## src/rtl/serial_word_comp_ctrl_pkg.sv

```systemverilog
// Shared definitions for the bit-serial word comparator: FSM state encoding
// and a small decode helper used by the top level.
package serial_word_comp_ctrl_pkg;

  // 2'd3 is never entered; every decode treats it like IDLE.
  typedef enum logic [1:0] {
    ST_IDLE    = 2'd0,
    ST_RUN     = 2'd1,
    ST_DONE    = 2'd2,
    ST_ILLEGAL = 2'd3
  } state_e;

  function automatic logic is_busy(input state_e s);
    return (s == ST_RUN) || (s == ST_DONE);
  endfunction

endpackage

```

## src/rtl/serial_word_comp_ctrl_bit_eq_cell.sv

```systemverilog
// One-bit equality cell: op is high when both inputs carry the same value.
module bit_eq_cell (
  input  logic x,
  input  logic y,
  output logic op
);

  assign op = ~(x ^ y);

endmodule

```

## src/rtl/serial_word_comp_ctrl.sv

```systemverilog
// Bit-serial magnitude/equality comparator: walks both operands MSB first
// through a single equality cell and reports eq/gt/lt with a done pulse.
module serial_word_comp_ctrl
  import serial_word_comp_ctrl_pkg::*;
#(
  parameter int WIDTH      = 8,
  parameter bit EARLY_EXIT = 1'b1
) (
  input  logic             clk,
  input  logic             rst_n,
  input  logic             start,
  input  logic             abort,
  input  logic [WIDTH-1:0] a,
  input  logic [WIDTH-1:0] b,
  output logic             busy,
  output logic             done,
  output logic             eq,
  output logic             gt,
  output logic             lt,
  output logic [1:0]       dbg_state
);

  localparam int IDX_W = (WIDTH > 1) ? $clog2(WIDTH) : 1;
  localparam logic [IDX_W-1:0] IDX_MSB = IDX_W'(WIDTH - 1);

  // Handshake: start is sampled only while busy is low; a/b are captured on
  // that same edge and ignored at all other times. done is a one-cycle pulse
  // qualifying eq/gt/lt, which then stay valid until the next accepted start.

  state_e             state_q, state_d;
  logic [WIDTH-1:0]   a_q, a_d, b_q, b_d;
  logic [IDX_W-1:0]   idx_q, idx_d;
  logic               mis_q, mis_d;
  logic               gt_trk_q, gt_trk_d, lt_trk_q, lt_trk_d;
  logic               eq_q, eq_d, gt_q, gt_d, lt_q, lt_d;

  logic bit_a, bit_b, bit_eq;
  logic first_mis, mis_nx, gt_nx, lt_nx, last_bit;

  assign bit_a = a_q[idx_q];
  assign bit_b = b_q[idx_q];

  bit_eq_cell u_cell (
    .x  (bit_a),
    .y  (bit_b),
    .op (bit_eq)
  );

  // Only the first differing bit decides the ordering; later bits are ignored.
  assign first_mis = ~bit_eq & ~mis_q;
  assign mis_nx    = mis_q | ~bit_eq;
  assign gt_nx     = first_mis ? bit_a : gt_trk_q;
  assign lt_nx     = first_mis ? bit_b : lt_trk_q;
  assign last_bit  = (idx_q == '0) || (EARLY_EXIT && mis_nx);

  always_comb begin
    state_d  = state_q;
    a_d      = a_q;
    b_d      = b_q;
    idx_d    = idx_q;
    mis_d    = mis_q;
    gt_trk_d = gt_trk_q;
    lt_trk_d = lt_trk_q;
    eq_d     = eq_q;
    gt_d     = gt_q;
    lt_d     = lt_q;
    case (state_q)
      ST_RUN: begin
        mis_d    = mis_nx;
        gt_trk_d = gt_nx;
        lt_trk_d = lt_nx;
        if (abort) begin
          state_d = ST_IDLE;
          eq_d    = 1'b0;
          gt_d    = 1'b0;
          lt_d    = 1'b0;
        end else if (last_bit) begin
          state_d = ST_DONE;
          eq_d    = ~mis_nx;
          gt_d    = gt_nx;
          lt_d    = lt_nx;
        end else begin
          idx_d = idx_q - 1'b1;
        end
      end
      ST_DONE: state_d = ST_IDLE;
      default: begin
        state_d = ST_IDLE;
        if (start) begin
          state_d  = ST_RUN;
          a_d      = a;
          b_d      = b;
          idx_d    = IDX_MSB;
          mis_d    = 1'b0;
          gt_trk_d = 1'b0;
          lt_trk_d = 1'b0;
          eq_d     = 1'b0;
          gt_d     = 1'b0;
          lt_d     = 1'b0;
        end
      end
    endcase
  end

  always_ff @(posedge clk or negedge rst_n) begin
    if (!rst_n) begin
      state_q  <= ST_IDLE;
      a_q      <= '0;
      b_q      <= '0;
      idx_q    <= '0;
      mis_q    <= 1'b0;
      gt_trk_q <= 1'b0;
      lt_trk_q <= 1'b0;
      eq_q     <= 1'b0;
      gt_q     <= 1'b0;
      lt_q     <= 1'b0;
    end else begin
      state_q  <= state_d;
      a_q      <= a_d;
      b_q      <= b_d;
      idx_q    <= idx_d;
      mis_q    <= mis_d;
      gt_trk_q <= gt_trk_d;
      lt_trk_q <= lt_trk_d;
      eq_q     <= eq_d;
      gt_q     <= gt_d;
      lt_q     <= lt_d;
    end
  end

  assign busy      = is_busy(state_q);
  assign done      = (state_q == ST_DONE);
  assign eq        = eq_q;
  assign gt        = gt_q;
  assign lt        = lt_q;
  assign dbg_state = state_q;

endmodule

```

## config.mk

```make
export PLATFORM = sky130hd
export DESIGN_NAME = serial_word_comp_ctrl
export DESIGN_NICKNAME = d
export VERILOG_FILES = /design/src/rtl/serial_word_comp_ctrl_pkg.sv /design/src/rtl/serial_word_comp_ctrl_bit_eq_cell.sv /design/src/rtl/serial_word_comp_ctrl.sv
export SDC_FILE = /design/constraint.sdc
export NUM_CORES = 1
export LEC_CHECK = 0
export ABC_AREA = 1
export BUFFER_PORTS_ARGS = -buffer_cell sky130_fd_sc_hd__buf_2
export CAP_MARGIN = 20
export CORE_ASPECT_RATIO = 0.5
export CORE_MARGIN = 2
export CORE_UTILIZATION = 35
export DETAILED_ROUTE_END_ITERATION = 6
export GPL_TIMING_DRIVEN = 0
export SLEW_MARGIN = 15
export SYNTH_ARGS = -nofsm -noshare
export SYNTH_HDL_FRONTEND = slang
export SYNTH_SLANG_ARGS = --single-unit
```

## constraint.sdc

```tcl
create_clock -name clk -period 2 [get_ports clk]
set_input_delay 0.1 -clock clk [delete_from_list [all_inputs] [get_ports clk]]
set_output_delay 0.1 -clock clk [all_outputs]
set_load 0.02 [all_outputs]
```

==> out/qor.yml <==
finish:
  final_nets: 250
  instances_no_fill: 279
  postLayoutCellArea_um2: 1710
  drive_gt1_share_pct: 19.1
  synthToLayoutAreaGrowth_pct: 17.7
  antenna_cells: 0
  final_util_pct: 43.3
timing:
  hold_viol: 0
  setup_slack_ns: 0.252
  period_share_pct: 87.4
  fin_crit_ns: 1.75
  rsz0062_at_grt: "false"
  max_freq_mhz: 572
  slew_violations: 0
  maxSlewHeadroom_pct: 58.8
  tightest_slew_ns: 0.618
  setup_tns_ns: 0
  setup-violations-final: 0
  worst_hold_slack_ns: 0.0178
  fin_worst_skew_ns: 0.00763
global_route:
  grt_overflow_total: 0
  grt_pass1_vias: 1168
  grt_max_degree: 28
  grt_pass1_wl_um: 5180
  antenna_found_initial: 0
  track_usage_pct: 14.2
critical_path:
  worst_setup_path_start_kind: "flop"
  cp.arrival_ns: 1.97
  critPathCaptureType: "flop"
  r2r_cells: 10
  path_class: "reg -> reg"
  r2r_setup_slack_ns: 0.25
  crit_fanout: 9
  crit_required_ns: 2.23
synthesis:
  synth_ff_type: "dfrtp_1"
  synthDominantCellAreaShare_pct: 46.5
  ys_seq_area_share_pct: 46.5
  synth_edf_count: 0
  ys_top_cells_by_area: "dfrtp_1, nand2_1, nand3_1"
  yosysUniqueCellTypes: 19
  yosys_warnings: 0
  ys_async_sr_fraction_pct: 100
  synth.largest_area_cell: "dfrtp_1"
  syn-num-nets: 218
  synth_cells: 194
  synth.most_common_cell: "nand2_1"
  syn_area_um2: 1450
  postSynthAreaPerCell_um2: 7.49
  ys_top_cells_by_count: "nand2_1, dfrtp_1, inv_1"
  synth-seq-cells: 27
cts:
  cts_root_buffer: "clkbuf_8"
  clock_sinks: 27
  cts.clk_slew.worst_paths_ns: 0.10
  htreeDepth: 1
  cts_max_path_buffers: 2
  cts_tree: "yes"
  clk_latency_ns: 0.28
  cts_setup_buffers: 0
  cts_inserted_buffers: 3
placement:
  gp_congestion: 0.712
  port_buffers: 26
  pre_cts_ws_ns: 0.249
  post_dp_cell_area_um2: 1650
  dp_hpwl_um: 2330
  dp_cells: 274
power:
  peakVddDrop_mv: 0.561
  power.total_mw: 2.57
  p_leak_nw: 0.941
  power_density_nw_per_um2: 1510
floorplan:
  dieWidth_um: 95.1
  start_util_pct: 36.8
  die_y_um: 49.6
  core_area_um2: 3940
  fp-row-count: 16
  fp.dieArea_um2: 4710
  ios: 27
hold_path:
  min-delay-path-class: "in -> reg"
  worstHoldPathCells: 3
routing:
  routedWlPerCell_um: 11.1
  drtAntennaViolNets: 0
  route.vias.total: 1274
  drc: 0
  avgViaCountPerCell: 4.57
  drt-pass1-iter-count: 4
  first_iter_violations: 37
  wl_um: 3100
outcome:
  status: "finished, final reports clean"
run:
  timing.max_cap.violations: 0
[critical path: stages, from the launching register on]
cell and delay [ns]:
dfrtp_1 0.42, inv_1 0.08, ha_1 0.27, nor2_1 0.10, nor2_4 0.20, inv_1 0.10, nor2_1 0.14, nand4_2 0.17
nand2_2 0.11, nand2_1 0.05, nand2_1 0.06
[sequential cells by signal (all words and copies together) (netlist names)]
register,count
a_q,8
b_q,8
idx_q,3
dbg_state,2
eq,1
gt,1
gt_trk_q,1
lt,1
lt_trk_q,1
mis_q,1
[layout by cell type, fill, tap and decap left out]
cell	Yosys	final
a21oi_1	3	3
buf_1	1	1
buf_2	0	26
buf_6	1	1
clkbuf_1	2	2
clkbuf_8	0	3
clkinvlp_4	0	1
dfrtp_1	27	27
dlygate4sd3_1	0	1
ha_1	4	4
inv_1	25	25
inv_2	5	5
nand2_1	72	72
nand2_2	3	3
nand2_4	1	1
nand3_1	22	22
nand4_2	1	1
nand4_4	1	1
nor2_1	5	5
nor2_4	1	1
o211ai_1	1	1
o21ai_0	17	17
o21ai_1	2	2
[layout make-up]
type | instances | area [um2]
fill | 407 | 2230
clock inverter | 1 | 7.51
sequential | 27 | 676
clock buffer | 3 | 41.3
inverter | 30 | 113
timing repair buffer | 27 | 140
multi-input combinational | 133 | 642
tap | 54 | 67.6
buffer | 4 | 22.5
[power breakdown]
| group | switching [mW] | total, mW | internal, mW |
|---|---|---|---|
| sequential | 0.119 | 0.899 | 0.780 |
| clock | 0.181 | 0.323 | 0.142 |
| combinational | 0.906 | 1.35 | 0.447 |
[cells by family (layout without fill, tap and decap cells)]
group	after synthesis	after routing	share of synthesized area [%]
fa+ha+maj	4	4	3.45
buf+inv	34	65	9.30
compound gates	23	23	8.10
simple gates	106	106	32.6
flops	27	27	46.5
[final timing paths]
| kind | from | endpoint |
|---|---|---|
| worst min register to register | eq$_DFFE_PN0P_ | eq$_DFFE_PN0P_ |
| min in group asynchronous | rst_n | dbg_state[0]$_DFFE_PN0P_ |
| max in group asynchronous | rst_n | idx_q[1]$_DFFE_PN0P_ |
| worst min-delay path | b[5] | b_q[5]$_DFFE_PN0P_ |
| worst max register to register | dbg_state[1]$_DFFE_PN0P_ | idx_q[2]$_DFFE_PN0P_ |
| worst max-delay path | dbg_state[1]$_DFFE_PN0P_ | idx_q[2]$_DFFE_PN0P_ |
[timing repair]
action | 4_1_cts | 5_1_grt
hold buffers | 1 | 0
resized for setup | 0 | 0
endpoints found under the hold margin | 27 | 0
[routing by layer]
layer  up-vias  global-route usage [%]  part of all wire, %
li1        663                       -                    -
met1       582                    20.2                   51
met2        27                    21.7                   43
met3         2                    3.82                  5.4
met4         0                    2.90                 0.61
met5         -                       0                    0
Note: power is estimated with default switching activity, not from simulation.
